[src/rtl/quiz_round_ctrl.sv]
// Round controller for the speed mental-conversion quiz: drives the LCG command,
// captures the question, times the answer and keeps a saturating score.
module quiz_round_ctrl #(
  parameter int TICK_DIV   = 50_000_000,
  parameter int TIME_LIMIT = 10,
  parameter int MAX_SCORE  = 99
) (
  input  logic       clk,
  input  logic       rst,
  input  logic       start_btn,
  input  logic       stop_btn,
  input  logic       submit_btn,
  input  logic [3:0] answer,
  input  logic [3:0] random_num,
  output logic [1:0] lcg_state,
  output logic [3:0] question,
  output logic [3:0] time_left,
  output logic [6:0] score,
  output logic [1:0] phase,
  output logic       correct,
  output logic       wrong,
  output logic       timeout
);

  localparam int              PW         = (TICK_DIV > 1) ? $clog2(TICK_DIV) : 1;
  localparam logic [PW-1:0]   PRESC_LAST = PW'(TICK_DIV - 1);
  localparam logic [3:0]      LIMIT      = 4'(TIME_LIMIT);
  localparam logic [6:0]      SCORE_MAX  = 7'(MAX_SCORE);

  typedef enum logic [2:0] {
    S_IDLE,
    S_SPIN,
    S_LATCH,
    S_CAPTURE,
    S_ASK
  } state_t;

  state_t        state, state_nxt;
  logic          start_prev, stop_prev, submit_prev;
  logic          start_edge, stop_edge, submit_edge;
  logic [PW-1:0] presc;
  logic          tick, expire;

  assign start_edge  = start_btn  & ~start_prev;
  assign stop_edge   = stop_btn   & ~stop_prev;
  assign submit_edge = submit_btn & ~submit_prev;

  // The final tick with one unit left is the timeout cycle.
  assign tick   = (state == S_ASK) && (presc == PRESC_LAST);
  assign expire = tick && (time_left == 4'd1);

  always_ff @(posedge clk or posedge rst) begin
    if (rst) begin
      start_prev  <= 1'b0;
      stop_prev   <= 1'b0;
      submit_prev <= 1'b0;
    end else begin
      start_prev  <= start_btn;
      stop_prev   <= stop_btn;
      submit_prev <= submit_btn;
    end
  end

  always_ff @(posedge clk or posedge rst) begin
    if (rst) state <= S_IDLE;
    else     state <= state_nxt;
  end

  always_comb begin
    state_nxt = state;
    lcg_state = 2'd2;
    phase     = 2'd0;
    case (state)
      S_IDLE: begin
        if (start_edge) state_nxt = S_SPIN;
      end
      S_SPIN: begin
        lcg_state = 2'd1;
        phase     = 2'd1;
        if (stop_edge) state_nxt = S_LATCH;
      end
      S_LATCH: begin
        lcg_state = 2'd0;
        phase     = 2'd1;
        state_nxt = S_CAPTURE;
      end
      S_CAPTURE: begin
        phase     = 2'd1;
        state_nxt = S_ASK;
      end
      S_ASK: begin
        phase = 2'd2;
        if (submit_edge || expire) state_nxt = S_IDLE;
      end
      default: state_nxt = S_IDLE;
    endcase
  end

  // Submit takes priority over an expiring timer in the same cycle.
  always_ff @(posedge clk or posedge rst) begin
    if (rst) begin
      question  <= 4'd0;
      time_left <= 4'd0;
      score     <= 7'd0;
      presc     <= '0;
      correct   <= 1'b0;
      wrong     <= 1'b0;
      timeout   <= 1'b0;
    end else begin
      correct <= 1'b0;
      wrong   <= 1'b0;
      timeout <= 1'b0;
      case (state)
        S_CAPTURE: begin
          question  <= random_num;
          time_left <= LIMIT;
          presc     <= '0;
        end
        S_ASK: begin
          presc <= (tick || state_nxt != S_ASK) ? '0 : presc + 1'b1;
          if (tick) time_left <= time_left - 4'd1;
          if (submit_edge) begin
            if (answer == question) begin
              correct <= 1'b1;
              if (score < SCORE_MAX) score <= score + 7'd1;
            end else begin
              wrong <= 1'b1;
            end
          end else if (expire) begin
            timeout <= 1'b1;
          end
        end
        default: presc <= '0;
      endcase
    end
  end

endmodule

[config.mk]
export PLATFORM = sky130hd
export DESIGN_NAME = quiz_round_ctrl
export DESIGN_NICKNAME = d
export VERILOG_FILES = /design/src/rtl/quiz_round_ctrl.sv
export SDC_FILE = /design/constraint.sdc
export NUM_CORES = 1
export LEC_CHECK = 0
export ABC_AREA = 0
export CAP_MARGIN = 20
export CORE_UTILIZATION = 40
export DETAILED_ROUTE_END_ITERATION = 8
export RECOVER_POWER = 25
export SLEW_MARGIN = 20
export SYNTH_ARGS = -nofsm -noshare
export SYNTH_HDL_FRONTEND = slang
export SYNTH_SLANG_ARGS = --single-unit
[constraint.sdc]
create_clock -name clk -period 3.5 [get_ports clk]
set_input_delay 0.7 -clock clk [delete_from_list [all_inputs] [get_ports clk]]
set_output_delay 0.7 -clock clk [all_outputs]
set_load 0.01 [all_outputs]
# [Yosys cells after proc, flatten, opt, wreduce, memory -nomap -nowiden]
# Cells that the tools add are included.
[word_totals] latch_bits=0 input_bits=13 mem_bits_rw=0 ff_bits=50 romBits=0 memories=0
[classes] n_eq_ne=9 n_shift=0 mux=19 magnitude_cmp=1 mul=0 n_reduce_logical=9 add_sub_neg=3 n_bitwise=6 n_div=0
[ops] operator="26-bit 2-to-1 mux" count=2
[ops] operator="26-bit by 1-bit adder with 26-bit output (second input constant)" count=1
[ops] operator="26-bit == test (second input constant)" count=1
[ops] operator="3-bit case mux with 5 select lines" count=1
[ops] operator="1-bit 2-to-1 mux" count=9
[ops] operator="3-bit 2-to-1 mux" count=3
[ops] operator="2-bit case mux with 2 select lines" count=2
[ops] operator="4-bit case mux with 2 select lines" count=1
[ops] operator="7-bit by 1-bit adder with 7-bit output (second input constant)" count=1
[ops] operator="7-bit < comparator (second input constant)" count=1
[ops] operator="3-bit by 2-bit == test with 1-bit output (second input constant)" count=2
[ops] operator="4-bit by 1-bit == test with 1-bit output (second input constant)" count=1
[ops] operator="4-bit == test" count=1
[ops] operator="4-bit 2-to-1 mux" count=1
[ops] operator="4-bit AND reduction" count=1
[ops] operator="4-bit by 1-bit subtractor with 4-bit output (second input constant)" count=1
[ops] operator="1-bit AND" count=3
[ops] operator="3-bit by 1-bit == test with 1-bit output (second input constant)" count=1
[ops] operator="3-bit == test (second input constant)" count=1
[ops] operator="3-bit zero test" count=1
[ops] operator="3-bit inequality test (second input constant)" count=1
[ops] operator="1-bit inverter" count=3
[ops] operator="3-bit OR reduction" count=1
[ops] operator="1-bit logical AND" count=2
[ops] operator="other kinds (4)" count=5

# [Longest topological paths before layout]
# Gate-level depths: netlist (run 1).
[depth] ltp_word=10 ltp_mapped=9 depth_no_buf=6

# [Least setup slack after synthesis (run 1)]
# OpenSTA, ideal clock, no wires.
[synth_timing] kind="reg-to-reg" start="register presc[0]" end="register time_left[3]" arrival_time_ps=2114 setup_slack_ps=1261 path_buffers=2 setup_time_ps=125 path_stages_with_launch=9 cell_sequence="dfrtp_1 -> ha_1 -> and3_1 -> buf_2 -> nand4b_1 -> or3_1 -> buf_2 -> or4_4 -> mux2_4"
[synth_via] elab_chain_cells=4
[synth_rtl] item="start: declaration" line="41" rtl="logic [PW-1:0] presc;"
[synth_rtl] item="start signal: assignment" line="120" rtl="presc <= (tick || state_nxt != S_ASK) ? '0 : presc + 1'b1;"
[synth_rtl] item="26-bit == test" line="49" rtl="assign tick = (state == S_ASK) && (presc == PRESC_LAST);"
[synth_rtl] item="1-bit logical AND" line="49"
[synth_rtl] item="2-bit inequality test (no line)"
[synth_rtl] item="2-bit AND reduction (no line)"
[synth_rtl] item="end signal: assignment" line="121" rtl="if (tick) time_left <= time_left - 4'd1;"
[synth_rtl] item="end: declaration" line="17" rtl="output logic [3:0] time_left,"
# No other way between the ends.
# A chain may end at the register's enable or synchronous reset.

# [Worst setup path after layout (run 1)]
[layout_timing] start="input submit_btn" end="register score[1]"
[layout_via] elab_chain_cells=2
[layout_rtl] item="start: declaration" line="12" rtl="input logic submit_btn,"
[layout_rtl] item="1-bit AND" line="46" rtl="assign submit_edge = submit_btn & ~submit_prev;"
[layout_rtl] item="4-bit AND reduction (no line)"
[layout_rtl] item="end signal: assignment" line="125" rtl="if (score < SCORE_MAX) score <= score + 7'd1;"
[layout_rtl] item="end: declaration" line="18" rtl="output logic [6:0] score,"
# No other way between the ends.

==> out/metrics.cfg, run 1 <==
[floorplanning]
dieArea_um2 = 6380
num_rows = 28
io_pins = 35
die_y_um = 79.9
dieWidth_um = 79.9
start_util = 0.412
core_um2 = 5890

[timing]
clock.fmax_ghz = 0.403
tns_ns = 0
setup_viol = 0
rsz0062_at_grt = no
worst_pin_slew_ns = 1.28
holdWs_ns = 0.493
fin_skew_ns = 0.00709
hold_viol_final = 0
fin_crit_sh = 0.709
fin_crit_ns = 2.48
slew_viol_final = 0
slew_headroom = 0.149

[detailed_routing]
route.detailed.wl_per_inst_um = 13.3
vias = 1755
drt_iter0_drc = 47
drcViolationCount = 0
drt-pass1-iter-count = 4
routed_via_density = 5.06
antenna_left = 0
postRouteWirelength_um = 4600

[synth]
yosysWarnings = 0
synth_edf_count = 0
synth_seq_cells = 50
syn_area_per_cell_um2 = 10.3
seq_area_frac_synth = 0.516
synthesis.nets = 252
synthCells = 235
syn_area_um2 = 2430
ys_async_sr_fraction = 1.00
synth_ff_type = dfrtp_1
synth_cell_type_count = 39

[clocking]
cts_resized = 0
clkSinkCount = 50
clock_latency_ns = 0.30
cts_buffer_depth = 2
clk_pin_slew_worst_paths_ns = 0.08
cts_tree = done
cts-htree-levels = 2
post_cts_buffers = 0
cts_root_buffer = clkbuf_8
holdBufCountCts = 0
numCtsBuffers = 5

[hold_path]
hp-class = flip-flop to flip-flop
holdCritStartpoint = presc[0]
hold_end = presc[0]
hold_depth = 1

[grt]
top_usage_layer = met2
grt_usage = 0.166
gr-total-overflow = 0
use_met1 = 0.221
grtUsageMet2 = 0.264
grt_pass1_vias = 1740
antenna_found_initial = 0
grt_pass1_wl_um = 8150
met3_usage = 0.0377
grt_max_degree = 35

[cells_and_area]
nFillCells = 545
nNetsFinal = 288
drive_gt1_frac = 0.0882
num_antenna_cells = 0
syn_to_final_growth_pct = 21.9

[power]
vdd_drop_max_mv = 0.266
p_leak_nw = 1.22
p_per_area_nw_per_um2 = 501

[job]
cap_violations = 0

[status]
status = complete, no violations

[setup_path]
required_ns = 3.69
setup.worst_path.class = input pin to flip-flop
crit_fanout = 6
reg2reg_to = time_left[3]
timing.rr.start = presc[0]
cp.arrival_ns = 2.67
startpoint_type = input pin
r2r_slack_ns = 1.07
rr_worst_depth = 6
end_kind = flip-flop

[placement]
port_buffers = 34
hpwl_um = 3240
gp_congestion = 0.773

worst max-delay path by stage:
stage / end / from / cells after the start / slack [ns]
global placement: score[1] / answer[0] / 5 / 0.82
floorplan: time_left[3] / presc[0] / 8 / 1.26
global route: score[5] / submit_btn / 6 / 0.81
detailed placement: score[4] / submit_btn / 6 / 0.80
finish: score[1] / submit_btn / 5 / 1.02
CTS: phase[1] / state[0] / 2 / 1.06
critical path, cell delays in order:
cell and delay [ns]:
dlygate4sd3_1 0.54, nor2b_1 0.23, nand2_1 0.13, a311oi_1 0.66, mux2_2 0.41
synth_stat cells (2+ instances only):
cell type,count,share of area
nand4_1,11,0.028
dfrtp_1,50,0.52
clkbuf_1,4,0.0062
nand4b_1,2,0.0072
nand2b_1,6,0.015
nor3_1,3,0.0062
nand3_1,13,0.027
nand2_1,19,0.029
nor4b_2,2,0.012
a21oi_1,5,0.010
nor4_1,3,0.0077
xnor2_1,13,0.047
mux2_2,5,0.023
ha_1,4,0.021
xor2_1,16,0.058
or3_1,3,0.0077
and3_1,4,0.010
inv_1,7,0.011
nor2_1,32,0.050
and4_1,4,0.014
nor2b_1,2,0.0052
o21ai_0,3,0.0062
a31oi_1,4,0.010
buf_2,4,0.0083
a21o_1,2,0.0062
placed cells by master, fill, tap and decap left out, types with 2 or more instances in the layout:
master | synthesis | routed
dfrtp_1 | 50 | 50
nor2_1 | 32 | 32
clkdlybuf4s50_1 | 0 | 30
nand2_1 | 19 | 19
xor2_1 | 16 | 16
xnor2_1 | 13 | 13
nand3_1 | 13 | 13
nand4_1 | 11 | 11
inv_1 | 7 | 7
nand2b_1 | 6 | 6
mux2_2 | 5 | 5
a21oi_1 | 5 | 5
clkbuf_8 | 0 | 5
and4_1 | 4 | 4
and3_1 | 4 | 4
a31oi_1 | 4 | 4
ha_1 | 4 | 4
dlygate4sd3_1 | 0 | 4
o21ai_0 | 3 | 3
nor4_1 | 3 | 3
or3_1 | 3 | 3
nor3_1 | 3 | 3
buf_4 | 0 | 3
nor2b_1 | 2 | 2
a21o_1 | 2 | 2
nor4b_2 | 2 | 2
nand4b_1 | 2 | 2
clkinv_2 | 0 | 2
sequential cells by signal, indices dropped and copies added (netlist names):
| register | flops |
|---|---|
| score | 7 |
| time_left | 4 |
| submit_prev | 1 |
| question | 4 |
| correct | 1 |
| stop_prev | 1 |
| state | 3 |
| presc | 26 |
| start_prev | 1 |
| timeout | 1 |
| wrong | 1 |
per-layer routing:
| metal | wire [um] | up-vias |
|---|---|---|
| li1 | - | 884 |
| met1 | 2260 | 832 |
| met2 | 2110 | 34 |
| met3 | 174 | 5 |
| met4 | 55 | 0 |
| met5 | 0 | - |
logic make-up after synthesis:
kind of cell             count (synthesis)  synth area share
AND/OR/NAND/NOR                        111             0.250
flip-flops                              50             0.516
XOR/XNOR                                29             0.105
AO/OA/AOI/OAI                           20            0.0547
buffers and inverters                   15            0.0253
multiplexers                             6            0.0294
adder cells (fa/ha/maj)                  4            0.0206
power breakdown:
part	switching, mW	internal, mW
registers	0.0681	0.635
logic	0.168	0.217
clock network	0.183	0.210
final cells by class:
class	count	area (um^2)	share of cell area
Sequential cell	50	1250	0.423
Multi-Input combinational cell	170	1110	0.377
Timing Repair Buffer	37	363	0.123
Tap cell	75	93.8	0.0317
Clock buffer	5	68.8	0.0233
Clock inverter	3	40.0	0.0135
Inverter	7	26.3	0.00889
per-stage QoR:
step	std cells	util	setup WS (ns)	cell area, um^2	total power [mW]
after detailed placement	339	0.484	0.800	2850	1.11
after CTS	347	0.502	1.06	2960	1.50
after floorplan	235	-	1.26	2430	0.912
after global routing	347	0.502	0.809	2960	1.58
final	347	0.502	1.02	2960	1.48
after global placement	339	0.484	0.822	2850	1.10
Note: power is estimated with default switching activity, not from simulation.
==> run 2: changes to the inputs <==
==> constraint.sdc (replaced) <==
create_clock -name clk -period 2.2 [get_ports clk]
set_input_delay 0.44 -clock clk [delete_from_list [all_inputs] [get_ports clk]]
set_output_delay 0.44 -clock clk [all_outputs]
set_load 0.01 [all_outputs]
==> out/metrics.cfg, run 2 (same netlist as run 1, synthesis figures left out) <==
[timing]
holdWs_ns = 0.492
layout_setup_ws_ns = 0.0133
rsz0062_at_grt = yes
fin_crit_ns = 2.19
hold_viol_final = 0
clock.fmax_ghz = 0.457
slew_headroom = 0.644
setup_viol = 0
slew_viol_final = 0
fin_skew_ns = 0.00919
worst_pin_slew_ns = 0.533
fin_crit_sh = 0.994

[floorplanning]
die_y_um = 79.9
dieWidth_um = 79.9
io_pins = 35
start_util = 0.412
num_rows = 28
core_um2 = 5890
dieArea_um2 = 6380

[detailed_routing]
drcViolationCount = 0
vias = 1861
routed_via_density = 5.00
route.detailed.wl_per_inst_um = 12.9
postRouteWirelength_um = 4810
antenna_left = 0
drt_iter0_drc = 67
drt-pass1-iter-count = 4

[clocking]
numCtsBuffers = 5
clock_latency_ns = 0.30
clk_pin_slew_worst_paths_ns = 0.09
cts_buffer_depth = 2
cts_root_buffer = clkbuf_8
clkSinkCount = 50
cts_tree = done
holdBufCountCts = 0
cts-htree-levels = 2

[placement]
gp_congestion = 0.733
port_buffers = 34
place_ws_ns = -0.000558
hpwl_um = 3540
dp.cells = 361

[setup_path]
path_cells = nor4b_4 -> nand4_1 -> or3_4 -> or4_4 -> mux2_4
critPathLaunch = presc[18]
timing.rr.start = presc[18]
setup.worst_path.class = flip-flop to flip-flop
r2r_slack_ns = 0.01
rr_worst_depth = 5
cpPeakStageDelay_ns = 0.44
end_kind = flip-flop
cp.arrival_ns = 2.37
startpoint_type = flip-flop
reg2reg_to = time_left[3]
cp-endpoint = time_left[3]
crit_path_top_delay_cell = or3_4
crit_fanout = 3
required_ns = 2.39

[cells_and_area]
drive_gt1_frac = 0.178
reg_top3 = presc x26, score x7
layout_commonest_cell = dfrtp_1
layout_common_cells = dfrtp_1, nor2_1, clkdlybuf4s50_1, buf_4, nand2_1
syn_to_final_growth_pct = 30.1
top_register = presc
final_cells = 372
num_antenna_cells = 0
nNetsFinal = 314
finalCoreUtilization = 0.536
largest_register_ffs = 26

[grt]
gr-total-overflow = 0
grt_usage = 0.165
grt_max_degree = 22
antenna_found_initial = 0
grt_pass1_vias = 1668
grt_pass1_wl_um = 8050

[power]
vdd_drop_max_mv = 0.368
p_per_area_nw_per_um2 = 729
p_leak_nw = 1.34
total_power_mw = 2.30

[hold_path]
hp-class = flip-flop to flip-flop

[status]
status = complete, no violations

[job]
cap_violations = 0

[run 2: cell count changes in the layout (fill, tap and decap cells not counted), sizes merged]
cell / before / now
buf: 3 / 28
bufinv: 1 / 0
clkbuf: 5 / 6
[run 2: worst min path at each step]
stage | startpoint | to | slack [ns] | cells past startpoint
final | presc[0] | presc[0] | 0.49 | 1
after global routing | presc[0] | presc[0] | 0.52 | 1
after CTS | rst | time_left[2] | 0.41 | 2
after detailed placement | presc[0] | presc[0] | 0.48 | 1
after global placement | presc[0] | presc[0] | 0.47 | 1
after floorplan | presc[0] | presc[0] | 0.45 | 1
[run 2: metrics by stage]
stage | area [um^2] | setup TNS, ns
6_report | 3160 | 0
5_1_grt | 3160 | -0.0263
4_1_cts | 3120 | 0
3_5_place_dp | 3040 | -0.000558
3_3_place_gp | 3040 | 0
2_1_floorplan | 2430 | -0.0347
[run 2: worst max-delay path, delay by kind of cell (launching register included)]
family,cells,cell delay (ns)
simple gates,4,1.33
flops,1,0.43
mux,1,0.30
[run 2: metal layers]
| layer | up-vias | part of all wire | GRT usage |
|---|---|---|---|
| met5 | - | 0 | 0 |
| met4 | 0 | 0.013 | 0.0536 |
| met3 | 5 | 0.037 | 0.0354 |
| met2 | 35 | 0.43 | 0.251 |
| met1 | 887 | 0.52 | 0.234 |
| li1 | 934 | - | - |
[run 2: cell type report]
cell class | count | area (um^2)
clock buffer | 5 | 68.8
clock inverter | 2 | 10.0
fill | 526 | 2730
inverter | 7 | 26.3
multi-input combinational | 170 | 1140
sequential | 50 | 1250
tap | 75 | 93.8
timing repair buffer | 63 | 568
[run 2: repair_timing]
| action | 4_1_cts | 5_1_grt |
|---|---|---|
| buffers inserted | 0 | 4 |
| endpoints found under the setup margin | 1 | 1 |
| pin swaps | 0 | 3 |
| gates resized for setup | 1 | 3 |
[run 2: where the power goes]
| part | internal, mW | switching [mW] |
|---|---|---|
| Clock | 0.214 | 0.285 |
| Combinational | 0.402 | 0.307 |
| Sequential | 1.01 | 0.0814 |
| Total | 1.63 | 0.674 |
==> run 3: changes to the inputs <==
--- a/config.mk
+++ b/config.mk
@@ -10,7 +10,7 @@
 export CORE_UTILIZATION = 40
 export DETAILED_ROUTE_END_ITERATION = 8
 export RECOVER_POWER = 25
-export SLEW_MARGIN = 20
+export SLEW_MARGIN = 25
 export SYNTH_ARGS = -nofsm -noshare
 export SYNTH_HDL_FRONTEND = slang
 export SYNTH_SLANG_ARGS = --single-unit
==> results of run 3 <==
Final layout, timing and power as in run 2 (identical DEF).
